**src/rtl/queue_burst_reader_if.sv**
```systemverilog
// Bus bundle between the burst reader, the circular queue it reads and the byte sink.
// The master side belongs to the reader; the slave side to the queue/sink.
interface queue_burst_reader_if #(
  parameter int DW = 8,
  parameter int AW = 4
);
  logic          q_en;
  logic [AW-1:0] q_read;
  logic [DW-1:0] q_data;
  logic [DW-1:0] m_data;
  logic          m_valid;
  logic          m_ready;
  logic          m_last;

  modport master (
    output q_en, q_read, m_data, m_valid, m_last,
    input  q_data, m_ready
  );

  modport slave (
    input  q_en, q_read, m_data, m_valid, m_last,
    output q_data, m_ready
  );
endinterface

```
**src/rtl/queue_burst_reader.sv**
```systemverilog
// Walks a 16-entry queue from a start index with wrap-around and streams the
// returned bytes out over valid/ready with a last flag and a running checksum.
module queue_burst_reader #(
  parameter int DW = 8,
  parameter int AW = 4
) (
  input  logic                 clk,
  input  logic                 rst,
  input  logic                 start,
  input  logic [AW-1:0]        start_idx,
  input  logic [AW:0]          len,
  output logic                 busy,
  output logic                 done,
  output logic [DW-1:0]        sum,
  queue_burst_reader_if.master bus
);
  localparam logic [AW:0] DEPTH = (AW+1)'(1 << AW);

  typedef enum logic [1:0] {IDLE, RUN, DRAIN, DONE} state_t;
  state_t state_q, state_d;

  logic [AW-1:0] start_idx_q, start_idx_d;
  logic [AW:0]   len_q, len_d;
  logic [AW:0]   issue_q, issue_d;
  logic [AW:0]   dlv_q, dlv_d;
  logic          inflight_q, inflight_d;
  logic [AW-1:0] q_read_q, q_read_d;
  logic [DW-1:0] sum_q, sum_d;
  logic [DW-1:0] mem_q [2];
  logic [DW-1:0] mem_d [2];
  logic          wr_ptr_q, wr_ptr_d;
  logic          rd_ptr_q, rd_ptr_d;
  logic [1:0]    count_q, count_d;

  logic          fifo_valid, pop, push, accept, issue, head_last;
  logic [AW-1:0] rd_idx;
  logic [AW:0]   len_clamped;

  assign fifo_valid  = (count_q != 2'd0);
  assign pop         = fifo_valid & bus.m_ready;
  assign push        = inflight_q;
  assign head_last   = ((dlv_q + (AW+1)'(1)) == len_q);
  assign accept      = (state_q == IDLE) && start;
  assign rd_idx      = start_idx_q + issue_q[AW-1:0];
  assign len_clamped = (len > DEPTH) ? DEPTH : len;
  // Buffered bytes plus the read still in flight must leave room in the
  // 2-entry FIFO once this cycle's pop is accounted for.
  assign issue = (state_q == RUN) &&
                 (({1'b0, count_q} + {2'b0, inflight_q}) < (3'd2 + {2'b0, pop}));

  always_ff @(posedge clk or posedge rst) begin
    if (rst) state_q <= IDLE;
    else     state_q <= state_d;
  end

  always_comb begin
    state_d = state_q;
    case (state_q)
      IDLE:    if (start) state_d = (len == '0) ? DONE : RUN;
      RUN:     if (issue && ((issue_q + (AW+1)'(1)) == len_q)) state_d = DRAIN;
      DRAIN:   if (pop && head_last) state_d = DONE;
      DONE:    state_d = IDLE;
      default: state_d = IDLE;
    endcase
  end

  always_comb begin
    busy        = (state_q == RUN) || (state_q == DRAIN);
    done        = (state_q == DONE);
    sum         = sum_q;
    bus.q_en    = issue;
    bus.q_read  = issue ? rd_idx : q_read_q;
    bus.m_valid = fifo_valid;
    bus.m_data  = mem_q[rd_ptr_q];
    bus.m_last  = fifo_valid & head_last;
  end

  always_comb begin
    start_idx_d = start_idx_q;
    len_d       = len_q;
    issue_d     = issue_q;
    dlv_d       = dlv_q;
    q_read_d    = q_read_q;
    sum_d       = sum_q;
    mem_d       = mem_q;
    wr_ptr_d    = wr_ptr_q;
    rd_ptr_d    = rd_ptr_q;
    inflight_d  = issue;
    count_d     = count_q + {1'b0, push} - {1'b0, pop};

    if (accept) begin
      start_idx_d = start_idx;
      len_d       = len_clamped;
      issue_d     = '0;
      dlv_d       = '0;
      sum_d       = '0;
    end
    if (issue) begin
      issue_d  = issue_q + (AW+1)'(1);
      q_read_d = rd_idx;
    end
    // Queue data arrives one cycle after the request, so capture follows q_en.
    if (push) begin
      mem_d[wr_ptr_q] = bus.q_data;
      wr_ptr_d        = ~wr_ptr_q;
    end
    if (pop) begin
      rd_ptr_d = ~rd_ptr_q;
      dlv_d    = dlv_q + (AW+1)'(1);
      sum_d    = sum_q + mem_q[rd_ptr_q];
    end
  end

  always_ff @(posedge clk or posedge rst) begin
    if (rst) begin
      start_idx_q <= '0;
      len_q       <= '0;
      issue_q     <= '0;
      dlv_q       <= '0;
      inflight_q  <= 1'b0;
      q_read_q    <= '0;
      sum_q       <= '0;
      mem_q       <= '{default: '0};
      wr_ptr_q    <= 1'b0;
      rd_ptr_q    <= 1'b0;
      count_q     <= '0;
    end else begin
      start_idx_q <= start_idx_d;
      len_q       <= len_d;
      issue_q     <= issue_d;
      dlv_q       <= dlv_d;
      inflight_q  <= inflight_d;
      q_read_q    <= q_read_d;
      sum_q       <= sum_d;
      mem_q       <= mem_d;
      wr_ptr_q    <= wr_ptr_d;
      rd_ptr_q    <= rd_ptr_d;
      count_q     <= count_d;
    end
  end
endmodule

```
**src/flat_wrapper.sv**
```systemverilog
// flat-port wrapper written by rule: the top's interface ports become plain ports
module queue_burst_reader_flat 
#(
  parameter int DW = 8,
  parameter int AW = 4
)
  (clk, rst, start, start_idx, len, busy, done, sum, bus_q_en, bus_q_read, bus_m_data, bus_m_valid, bus_m_last, bus_q_data, bus_m_ready);
  queue_burst_reader_if #(.DW(DW), .AW(AW)) bus_i ();
  input  logic clk;
  input  logic rst;
  input  logic start;
  input  logic [AW-1:0] start_idx;
  input  logic [AW:0] len;
  output logic busy;
  output logic done;
  output logic [DW-1:0] sum;
  output wire logic [$bits(bus_i.q_en)-1:0] bus_q_en;
  output wire logic [$bits(bus_i.q_read)-1:0] bus_q_read;
  output wire logic [$bits(bus_i.m_data)-1:0] bus_m_data;
  output wire logic [$bits(bus_i.m_valid)-1:0] bus_m_valid;
  output wire logic [$bits(bus_i.m_last)-1:0] bus_m_last;
  input wire logic [$bits(bus_i.q_data)-1:0] bus_q_data;
  input wire logic [$bits(bus_i.m_ready)-1:0] bus_m_ready;
  assign bus_q_en = bus_i.q_en;
  assign bus_q_read = bus_i.q_read;
  assign bus_m_data = bus_i.m_data;
  assign bus_m_valid = bus_i.m_valid;
  assign bus_m_last = bus_i.m_last;
  assign bus_i.q_data = bus_q_data;
  assign bus_i.m_ready = bus_m_ready;
  queue_burst_reader #(.DW(DW), .AW(AW)) u_core (.clk(clk), .rst(rst), .start(start), .start_idx(start_idx), .len(len), .busy(busy), .done(done), .sum(sum), .bus(bus_i));
endmodule
```
**config.mk**
```make
export PLATFORM = sky130hd
export DESIGN_NAME = queue_burst_reader_flat
export DESIGN_NICKNAME = d
export VERILOG_FILES = /design/src/rtl/queue_burst_reader_if.sv /design/src/rtl/queue_burst_reader.sv /design/src/flat_wrapper.sv
export SDC_FILE = /design/constraint.sdc
export NUM_CORES = 1
export LEC_CHECK = 0
export CORE_ASPECT_RATIO = 2
export CORE_UTILIZATION = 40
export CTS_CLUSTER_SIZE = 10
export DETAILED_ROUTE_END_ITERATION = 10
export GPL_TIMING_DRIVEN = 0
export PLACE_DENSITY_LB_ADDON = 0.05
export SLEW_MARGIN = 10
export SYNTH_ARGS = -nofsm -noshare
export SYNTH_HDL_FRONTEND = slang
export SYNTH_SLANG_ARGS = --single-unit
```
**constraint.sdc**
```tcl
create_clock -name clk -period 2.6 [get_ports clk]
set_input_delay 0.52 -clock clk [delete_from_list [all_inputs] [get_ports clk]]
set_output_delay 0.52 -clock clk [all_outputs]
set_load 0.005 [all_outputs]
```
==> impl_results.md <==
- Post-synthesis cell type count: 47
- Number of antenna violations at the first check in global routing: 0
- Reg2Reg Launch Point: u_core.rd_ptr_q
- Port bufs: 45
- Vias in the first global route: 2395
- Critical path capture point type: primary output
- Power per standard cell area: 1400 mW/mm^2
- Sequential power share: between 20% and 30%
- Leak Pwr: 1.78 nW
- Simple-Gate Fraction of Synth Area: between 10 and 15%
- Global-route wire length before repair: around 12000 um
- Hold Crit Endpoint: u_core.q_read_q[0]
- IO Count: 46
- Req. time, crit path: between 2 and 2.5 ns
- Fin area: 0.00400 mm^2
- Arr. time, crit path: approximately 2 ns
- Routability cong.: around 0.76
- Post-DP HPWL: 5370 um
- Via density: just over 5
- Area Overhead vs Synth: 30.8%
- Die X: around 64 um
- Max-slew violation count: 0
- Fraction of layout cells with a size suffix above 1: 22.4%
- Pre-CTS setup slack: -0.756 ns
- Complex-gate fraction of the synthesized area: ~14%
- Slowest cell delay on critical path: 0.40 ns
- Crit Path Max Fanout: 6
- Cells after Synth: about 280
- Initial Util: 41.7%
- Worst setup margin: just over 0.06 ns
- ANT nets after route: 0
- Placeable Area: 0.00732 mm^2
- Synth Area in Adders: roughly a tenth
- Commonest non-fill, non-tap cell in the layout: dfrtp_1
- Comb power frac: between 50 and 60%
- Critical path startpoint category: register
- H-tree Lvls: 2
- Most frequent cells in the layout: dfrtp_1 (52), clkdlybuf4s50_1 (39), mux2_2 (29), o21ai_0 (23), nand2_1 (23)
- Max Root-Sink Buffers: 2
- Vias post-DR: roughly 2300
- Reg2Reg Setup Slack: roughly 0.12 ns
- Post-layout util: between 50 and 60%
- DRC: 0
- Max Fclk: between 300 and 400 MHz
- Die Span Y: 126 um
- Clk_lat worst skew: ~0.3 ns
- Outcome: complete, no violations
- Post-synthesis mux area share: 11.0%
- Yosys reg bits: 54
- Synth Area per Inst: approximately 11 um^2
- Row cnt: 44
- Die area: roughly 0.008 mm^2
- 1st-iter DRT viols: around 100
- Final Hold Fails: 0
- Overflow after GRT: 0
- Asr flop ratio synth: 100%
- Cell internal pwr: around 3.5 mW
- GRT Total Usage: between 10% and 20%
- Post-synthesis xor/xnor area fraction: under 10%
- Antenna fix cells: 0
- CTS buffer count: 5
- Sequential area share after synthesis: roughly 44%
- Clk slew on worst S/H paths: approximately 0.070 ns
- Sw Share: about 38%
- Max Cap Viol: 0
- Critical path class: register to primary output
- Drt wl/cell: 16.2 um
- Hold path cells: 2
- Placed insts: 422
- # hold bufs at CTS: 0
- Tmin final: 2.54 ns
- Cell Count, Final, Fillers Out: about 450
- Final worst-path cycle share: a little over nine tenths
- Detailed Routing Iterations Pass 1: 4
- Yosys Warn Count: 0
- Drt total wl: slightly above 7000 um
- Largest net degree at the start of global routing: 32
- Nets: between 300 and 400
- R2r endpoint: u_core.sum[6]
- Clock share of power: between 10% and 20%
- Post-synth EDFFs: 0
- Worst Clk Skew: approximately 0.0067 ns
- Root Driver: clkbuf_16
- # setup viols final: 0
- Main synth FF type: dfrtp_1
- Worst rel slew slack: between 40% and 50%
- Worst-Margin Slew: between 0.8 and 0.9 ns
- Synthesized area: slightly above 0.003 mm^2
- Post-DP Area: around 0.0036 mm^2
- Largest family of logic cells by synthesized area: compound AO/OA/AOI/OAI gates
- Worst reg-to-reg path cell count: 9
- Net switching power: 2.11 mW
- CTS tree: built
- Maximum vdd drop: just over 0.0007 V
- Cells along the critical path: ha_2 -> ha_4 -> nor3b_4 -> a22oi_2 -> inv_2 -> buf_6 -> nor2_1 -> a21oi_1 -> clkdlybuf4s15_1
- Critical-path top delay cell: dfrtp_1
- Syn Nets: 328
- HP Class: register to register
- Hold path startpoint: u_core.q_read_q[0]
- Clock net sink count: 54
- Final setup TNS: 0 ns
## how the worst max path moves through the flow
stage,from,to,cells after the start,slack [ns]
after global routing,u_core.count_q[0],bus_q_read[2],9,-0.04
after global placement,bus_m_ready,bus_q_read[1],8,-0.74
final,u_core.count_q[0],bus_q_read[2],9,0.06
after floorplan,u_core.rd_ptr_q,u_core.sum[6],9,0.31
after detailed placement,bus_m_ready,bus_q_read[1],8,-0.76
after CTS,u_core.issue_q[0],bus_q_read[2],6,0.003
## cell usage after synthesis (2+ instances only)
master	count	area (um^2)
nand3_1	11	55.1
o21a_1	3	22.5
a21o_1	5	37.5
a21oi_1	10	50.1
a221oi_2	2	30.0
nand2_1	23	86.3
dfrtp_1	54	1350
clkbuf_1	4	15.0
xor2_1	8	70.1
a31oi_1	3	18.8
ha_1	21	263
o21bai_1	2	15.0
buf_2	5	25.0
nand2b_1	5	31.3
nor3b_1	5	37.5
nor2b_1	2	12.5
fa_1	2	40.0
o31ai_1	2	15.0
nor3_1	2	10.0
inv_1	13	48.8
or4_1	2	15.0
xnor2_1	13	114
a211oi_1	3	22.5
o21ai_0	23	115
mux2_2	29	327
and3_1	2	12.5
nor2_1	10	37.5
## power groups by stage
stage	registers [mW]	logic [mW]	clock network (mW)
2_1_floorplan	1.46	1.97	0
3_3_place_gp	1.53	2.92	0
3_5_place_dp	1.55	2.97	0
4_1_cts	1.52	3.19	0.796
5_1_grt	1.58	3.70	0.822
6_report	1.52	3.32	0.766
## critical path, delay by kind of cell (launching register included)
| family | cells | cell delay (ns) |
|---|---|---|
| AOI/OAI and AO/OA | 2 | 0.28 |
| adders and majority gates | 2 | 0.38 |
| buffers and inverters | 3 | 0.43 |
| DFF | 1 | 0.40 |
| and+or+nand+nor | 2 | 0.23 |
## cell type report
cell class                 instances  area [um^2]
clock inverter                     2         37.5
sequential                        54         1350
buffer                            10         60.1
timing repair buffer              61          578
multi-input combinational        207         1680
tap                               92          115
inverter                          13         48.8
fill                             695         3320
clock buffer                       6          129
## routing by layer
metal  up-vias  wire, um  GRT usage, %
met5         -         0             0
met4         0       239          9.76
met3        11       170          3.08
met2        39      4240          39.2
met1      1104      2560          19.0
li1       1140         -             -
## state kept, by name, indices dropped and copies added (netlist names)
name and cells:
u_core.dlv_q 5, u_core.len_q 5, u_core.rd_ptr_q 1, u_core.start_idx_q 4, u_core.mem_q 16, u_core.inflight_q 1, u_core.state_q 2, u_core.q_read_q 4
u_core.issue_q 5, u_core.wr_ptr_q 1, u_core.sum 8, u_core.count_q 2
## per-stage QoR
| stage | power (mW) | hold slack [ns] |
|---|---|---|
| global placement | 4.45 | 0.448 |
| floorplan | 3.44 | 0.455 |
| finish | 5.60 | 0.459 |
| global route | 6.10 | 0.491 |
| CTS | 5.51 | 0.464 |
| detailed placement | 4.52 | 0.453 |
## kinds of logic (layout without fill, tap and decap cells)
group | Yosys count | in the layout
adders and majority gates | 23 | 23
and+or+nand+nor | 69 | 69
buffers and inverters | 23 | 92
DFF | 54 | 54
xor gates and xnor gates | 22 | 22
AOI/OAI and AO/OA | 63 | 63
muxes | 30 | 30
## repair_timing
| item | CTS | global route |
|---|---|---|
| endpoints found under the setup margin | 6 | 8 |
| setup buffers | 10 | 5 |
| hold endpoints to repair | 0 | 0 |
| pin swaps | 4 | 3 |
| resized for setup | 23 | 11 |
(Power assumes the default switching activity.)
